### config.mk
export PLATFORM = sky130hd
export DESIGN_NAME = port_arbiter_rr
export DESIGN_NICKNAME = d
export VERILOG_FILES = /design/src/rtl/port_arbiter_rr.sv
export SDC_FILE = /design/constraint.sdc
export NUM_CORES = 1
export LEC_CHECK = 0
export ABC_CLOCK_PERIOD_IN_PS = 2600
export BUFFER_PORTS_ARGS = -buffer_cell sky130_fd_sc_hd__buf_2
export CAP_MARGIN = 0
export CORE_UTILIZATION = 44
export DETAILED_ROUTE_END_ITERATION = 10
export HOLD_SLACK_MARGIN = 0.1
export PLACE_DENSITY_LB_ADDON = 0.12
export SLEW_MARGIN = 15
export SYNTH_ARGS = -nofsm -noshare
export SYNTH_HDL_FRONTEND = slang
export SYNTH_SLANG_ARGS = --single-unit
### constraint.sdc
create_clock -name clk -period 2.6 [get_ports clk]
set_clock_uncertainty 0.15 [all_clocks]
set_input_delay 0.13 -clock clk [delete_from_list [all_inputs] [get_ports clk]]
set_output_delay 0.13 -clock clk [all_outputs]
set_load 0.01 [all_outputs]
### src/rtl/port_arbiter_rr.sv
// port_arbiter_rr: round-robin, wormhole-locking arbiter for one router output.
// Inputs are ordered L (bit 2), N (bit 1), E (bit 0). A winning head flit locks
// the port to its input until that packet's tail (or single) flit transfers.
// Optional build macro: ARB_LOCK_TIMEOUT_EN adds a forced release of a lock
// whose owner has stopped requesting for TIMEOUT cycles.
module port_arbiter_rr #(
  parameter int unsigned TIMEOUT   = 64,
  parameter int unsigned TIMEOUT_W = 8
) (
  input  logic       clk,
  input  logic       rst_n,
  input  logic [2:0] req,
  input  logic [5:0] req_type,
  input  logic       out_full,
  output logic [2:0] arb_res,
  output logic       locked,
  output logic [2:0] owner,
  output logic [2:0] prio,
  output logic       timeout_pulse
);

  localparam int unsigned N_IN   = 3;
  localparam int unsigned TYPE_W = 2;

  localparam logic [TYPE_W-1:0] FLIT_HEAD   = 2'b00;
  localparam logic [TYPE_W-1:0] FLIT_BODY   = 2'b01;
  localparam logic [TYPE_W-1:0] FLIT_TAIL   = 2'b10;
  localparam logic [TYPE_W-1:0] FLIT_SINGLE = 2'b11;

  localparam logic [0:0] ST_IDLE   = 1'b0;
  localparam logic [0:0] ST_LOCKED = 1'b1;

  localparam logic [N_IN-1:0] SEL_L    = 3'b100;
  localparam logic [N_IN-1:0] SEL_N    = 3'b010;
  localparam logic [N_IN-1:0] SEL_E    = 3'b001;
  localparam logic [N_IN-1:0] SEL_NONE = 3'b000;

  logic [0:0]        r_state;
  logic [0:0]        w_state_nxt;
  logic [N_IN-1:0]   r_owner;
  logic [N_IN-1:0]   w_owner_nxt;
  logic [N_IN-1:0]   r_prio;
  logic [N_IN-1:0]   w_prio_nxt;
  logic              r_pulse;
  logic              w_pulse_nxt;

  logic [TYPE_W-1:0] w_type [N_IN];
  logic [N_IN-1:0]   w_elig;
  logic [N_IN-1:0]   w_pick;
  logic [N_IN-1:0]   w_grant;
  logic [TYPE_W-1:0] w_win_type;
  logic              w_xfer;
  logic              w_owner_req;
  logic              w_to_fire;
  logic [N_IN-1:0]   w_rot_grant;
  logic [N_IN-1:0]   w_rot_owner;

  // Split the packed type vector and flag inputs that may start a packet.
  always_comb begin
    for (int i = 0; i < int'(N_IN); i++) begin
      w_type[i] = req_type[TYPE_W*i +: TYPE_W];
      w_elig[i] = req[i] & ((w_type[i] == FLIT_HEAD) | (w_type[i] == FLIT_SINGLE));
    end
  end

  // First eligible input in the order selected by the round-robin pointer.
  always_comb begin
    w_pick = SEL_NONE;
    case (r_prio)
      SEL_N: begin
        if      (w_elig[1]) w_pick = SEL_N;
        else if (w_elig[0]) w_pick = SEL_E;
        else if (w_elig[2]) w_pick = SEL_L;
      end
      SEL_E: begin
        if      (w_elig[0]) w_pick = SEL_E;
        else if (w_elig[2]) w_pick = SEL_L;
        else if (w_elig[1]) w_pick = SEL_N;
      end
      default: begin
        if      (w_elig[2]) w_pick = SEL_L;
        else if (w_elig[1]) w_pick = SEL_N;
        else if (w_elig[0]) w_pick = SEL_E;
      end
    endcase
  end

  assign w_owner_req = |(r_owner & req);
  assign w_grant     = (r_state == ST_LOCKED) ? (r_owner & req) : w_pick;
  assign w_xfer      = (|w_grant) & ~out_full;

  // Flit type of the current winner; only meaningful when w_xfer is set.
  always_comb begin
    w_win_type = FLIT_BODY;
    case (w_grant)
      SEL_L:   w_win_type = w_type[2];
      SEL_N:   w_win_type = w_type[1];
      SEL_E:   w_win_type = w_type[0];
      default: w_win_type = FLIT_BODY;
    endcase
  end

  // Completion by input i hands priority to the next lower index, wrapping E->L.
  assign w_rot_grant = {w_grant[0], w_grant[N_IN-1:1]};
  assign w_rot_owner = {r_owner[0], r_owner[N_IN-1:1]};

`ifdef ARB_LOCK_TIMEOUT_EN
  logic [TIMEOUT_W-1:0] r_to_cnt;
  logic [TIMEOUT_W-1:0] w_to_cnt_nxt;

  assign w_to_fire = (r_state == ST_LOCKED) & ~w_owner_req &
                     (r_to_cnt == TIMEOUT_W'(TIMEOUT - 1));

  // Idle-owner counter: counts locked cycles with no owner request.
  always_comb begin
    w_to_cnt_nxt = r_to_cnt;
    if (w_xfer || (w_state_nxt == ST_IDLE)) begin
      w_to_cnt_nxt = '0;
    end else if ((r_state == ST_LOCKED) && !w_owner_req) begin
      w_to_cnt_nxt = r_to_cnt + TIMEOUT_W'(1);
    end
  end

  // Idle-owner counter register.
  always_ff @(posedge clk or negedge rst_n) begin
    if (!rst_n) begin
      r_to_cnt <= '0;
    end else begin
      r_to_cnt <= w_to_cnt_nxt;
    end
  end
`else
  logic [TIMEOUT_W-1:0] w_unused_cfg;
  logic                 w_unused_req;

  assign w_to_fire    = 1'b0;
  assign w_unused_cfg = TIMEOUT_W'(TIMEOUT);
  assign w_unused_req = w_owner_req;
`endif

  // Next-state, next-owner and pointer update for the lock FSM.
  always_comb begin
    w_state_nxt = r_state;
    w_owner_nxt = r_owner;
    w_prio_nxt  = r_prio;
    w_pulse_nxt = 1'b0;
    case (r_state)
      ST_IDLE: begin
        if (w_xfer) begin
          if (w_win_type == FLIT_HEAD) begin
            w_state_nxt = ST_LOCKED;
            w_owner_nxt = w_grant;
          end else begin
            w_prio_nxt = w_rot_grant;
          end
        end
      end
      ST_LOCKED: begin
        if (w_xfer) begin
          if ((w_win_type == FLIT_TAIL) || (w_win_type == FLIT_SINGLE)) begin
            w_state_nxt = ST_IDLE;
            w_owner_nxt = SEL_NONE;
            w_prio_nxt  = w_rot_grant;
          end
        end else if (w_to_fire) begin
          w_state_nxt = ST_IDLE;
          w_owner_nxt = SEL_NONE;
          w_prio_nxt  = w_rot_owner;
          w_pulse_nxt = 1'b1;
        end
      end
      default: begin
        w_state_nxt = ST_IDLE;
        w_owner_nxt = SEL_NONE;
      end
    endcase
  end

  // State, owner, pointer and pulse registers.
  always_ff @(posedge clk or negedge rst_n) begin
    if (!rst_n) begin
      r_state <= ST_IDLE;
      r_owner <= SEL_NONE;
      r_prio  <= SEL_L;
      r_pulse <= 1'b0;
    end else begin
      r_state <= w_state_nxt;
      r_owner <= w_owner_nxt;
      r_prio  <= w_prio_nxt;
      r_pulse <= w_pulse_nxt;
    end
  end

  assign arb_res       = rst_n ? w_grant : SEL_NONE;
  assign locked        = (r_state == ST_LOCKED);
  assign owner         = r_owner;
  assign prio          = r_prio;
  assign timeout_pulse = r_pulse;

endmodule

==> run metrics <==
Synth-to-Final Area Change 36.45%; Seq/Total Area, Yosys 0.2636; Filler Cells Inserted around 110; root buffer selected by CTS sky130_fd_sc_hd__clkbuf_4; post-CTS clock slew at the launch and capture registers of the worst setup and hold paths around 0.060 ns; antenna violations before repair 0; DRT Pass-1 Iters 4; die span in x 41.01 um; clk_lat worst skew roughly 0.26 ns; sort of element at the start of the critical path register; clock tree from TritonCTS built; flops & latches, synth 7; Storage cell area roughly 180 um2; Post-synth top cells sky130_fd_sc_hd__nand2_1 (8), sky130_fd_sc_hd__dfrtp_1 (6), sky130_fd_sc_hd__nand3_1 (4), sky130_fd_sc_hd__a21oi_1 (3), sky130_fd_sc_hd__and2_1 (3); Detailed Place HPWL about 1400 um; total congestion overflow after global routing 0; clock sink count 7; launching point of the worst reg2reg path prio[1]; path depth of the worst reg2reg path 8; endpoint kind of the worst setup timing path register; final setup violation count 1; Power Internal between 0.0004 and 0.0005 W; worst vdd ir approximately 670 uV; worst setup slack after placement -0.004395 ns; starting utilization of the core area 0.4958; via/cell ratio 6.051; count of flip-flops with a built-in enable after synthesis 0; type of the worst setup path register to register; failing checks negative setup slack; # placed instances roughly 110; clock network fraction of design power 0.134; Period minus WS final ~2.6 ns; GRT Util Overall 0.2554; minimum hold slack 0.09529 ns; worst reg2reg endpoint owner[2]; CTS H-tree depth 1; global-route wire length before repair about 2800 um; Lkg Pwr between 0.4 and 0.5 nW; Final WS setup -0.01952 ns; share of the synthesized area in the top cell type 0.2243; Final Wtd Congestion 0.8317; area of the multi-input gates 529.3 um2; Mapped Area about 670 um2; critical path required time between 2 and 3 ns; Sequential Power Share 0.314; post-detailed-placement cell area 800.8 um2; count of maximum capacitance violations 0; Post-Layout Cell Count around 120; number of hold violations in the final report 0; number of buffers created by CTS 3; unrepaired setup endpoints after global routing true; count of pins over their slew limit 0; most used flip-flop cell after synthesis sky130_fd_sc_hd__dfrtp_1; vertical die dimension about 41 um; Top Ports 23; worst reg2reg setup slack -0.02 ns; total number of vias about 700; Routed Antenna Nets 0; net switching power figure roughly 0.00036 W; post-synthesis cell type with the largest combined area sky130_fd_sc_hd__dfrtp_1; cells after synthesis 72; area of the core approximately 1400 um2; routed wire length between 1500 and 2000 um; Rows 13; Crit path arrival time between 2 and 3 ns; most area-consuming cells after synthesis sky130_fd_sc_hd__dfrtp_1 (22%), sky130_fd_sc_hd__o311ai_2 (4.9%), sky130_fd_sc_hd__nand2_1 (4.5%); DIE AREA ~1700 um2; synthesized netlist net count 84; Cell variety after synth between 40 and 50; total number of nets in the final design 115; average size of a mapped cell around 9.3 um2; final clock period utilization by the worst path 1.008; Max Clock Freq around 380 MHz; post-layout instance area ~910 um2; cell area power density roughly 840 nW/um2; most common cell in the netlist sky130_fd_sc_hd__nand2_1; kind of path behind the tightest hold check input port to async pin; fraction of synthesis flops using an asynchronous set or reset pin 1.000; Diodes inserted 0; power share of the combinational group 0.552; status complete, but fails checks; switching portion of total power 0.4653; vias in the first global route 623; Port Buf Inserts 21; WL/cell between 15 and 20 um; largest net degree at the start of global routing 11; maximum net fanout on the critical path 7; number of warnings issued by yosys 0; largest buffer count on any clock path 2; DRC Markers 0; number of DRC markers in iteration 0 14; proportion of layout cells with a drive suffix above 1 0.4608
## power by group through the flow
stage / Combinational [W] / Sequential (W) / Clock (W)
after floorplan: 0.000233 / 0.000239 / 0
after CTS: 0.000391 / 0.000233 / 0.000103
after global routing: 0.000456 / 0.000248 / 0.000111
after detailed placement: 0.000378 / 0.000235 / 0
final: 0.000424 / 0.000242 / 0.000103
after global placement: 0.000378 / 0.000232 / 0
## timing repair
| item | 4_1_cts | 5_1_grt |
|---|---|---|
| hold buffers | 3 | 0 |
| cloned | 0 | 0 |
| resized for setup | 1 | 6 |
| buffers inserted | 0 | 1 |
| hold endpoints to repair | 8 | 0 |
| setup endpoints to repair | 1 | 4 |
| pin swaps | 0 | 3 |
## logic make-up (layout without fill, tap and decap cells)
logic type / count (synthesis) / in the layout / share of synthesized area
other cells: 1 / 1 / 0.005602
compound gates: 26 / 26 / 0.3570
mux: 1 / 1 / 0.01682
xor+xnor: 5 / 5 / 0.07665
buf+inv: 2 / 32 / 0.01682
simple gates: 30 / 30 / 0.2636
flops: 7 / 7 / 0.2636
## cells in the final DEF (no fill, tap or decap), types with 2 or more instances in the layout
master / n
sky130_fd_sc_hd__o21ai_0: 2
sky130_fd_sc_hd__nor2_1: 2
sky130_fd_sc_hd__o211ai_1: 2
sky130_fd_sc_hd__and3_2: 2
sky130_fd_sc_hd__and2_1: 3
sky130_fd_sc_hd__dlygate4sd3_1: 3
sky130_fd_sc_hd__buf_2: 21
sky130_fd_sc_hd__dfrtp_1: 6
sky130_fd_sc_hd__clkbuf_4: 3
sky130_fd_sc_hd__a32o_1: 2
sky130_fd_sc_hd__a21oi_1: 3
sky130_fd_sc_hd__nand2b_1: 2
sky130_fd_sc_hd__nand2_1: 8
sky130_fd_sc_hd__buf_4: 3
sky130_fd_sc_hd__xnor2_1: 2
sky130_fd_sc_hd__a21oi_2: 2
sky130_fd_sc_hd__nand3_1: 4
## sequential cells by signal, summed over array words and instances, names as in the netlist
register / count
owner: 3
prio: 3
locked: 1
## area by class of cell
class / instances / share of cell area
flip-flops and latches: 7 / 0.1932
repair buffers: 27 / 0.1726
inverters: 1 / 0.004110
well taps: 15 / 0.02055
clock inverters: 1 / 0.005479
multi-input cells: 63 / 0.5795
clock buffers: 3 / 0.02466
## metal layers
metal,vias up,routed length [um],global-route usage
met1,335,844,0.3522
met2,35,901,0.4102
met3,3,123,0.03261
met4,0,19,0.07500
met5,-,0,0
li1,335,-,-
## how the worst max path moves through the flow
stage | start | to | slack, ns | cells after the start
after floorplan | prio[0] | prio[1] | 0.20 | 7
after global placement | prio[0] | prio[1] | -0.02 | 7
after detailed placement | prio[0] | prio[1] | -0.004 | 7
after CTS | prio[0] | prio[1] | 0.02 | 7
after global routing | prio[1] | owner[2] | -0.08 | 8
final | prio[1] | owner[2] | -0.02 | 8
## critical path: stages (launching register included)
cell and delay, ns:
sky130_fd_sc_hd__dfrtp_1 0.46, sky130_fd_sc_hd__xnor2_1 0.40, sky130_fd_sc_hd__o211ai_1 0.17, sky130_fd_sc_hd__a21o_1 0.25, sky130_fd_sc_hd__a2111oi_4 0.37, sky130_fd_sc_hd__o311ai_2 0.14, sky130_fd_sc_hd__buf_4 0.17, sky130_fd_sc_hd__or3_1 0.32
sky130_fd_sc_hd__a21oi_2 0.12
## stage by stage
stage	total power (W)	setup TNS, ns	util
final	0.0007690	-0.01952	0.6766
after global routing	0.0008152	-0.1539	0.6766
after CTS	0.0007264	0	0.6413
after detailed placement	0.0006127	-0.004395	0.5931
after global placement	0.0006097	-0.02022	0.5931
after floorplan	0.0004725	0	-
No activity file was read; power rests on OpenSTA's default activity.
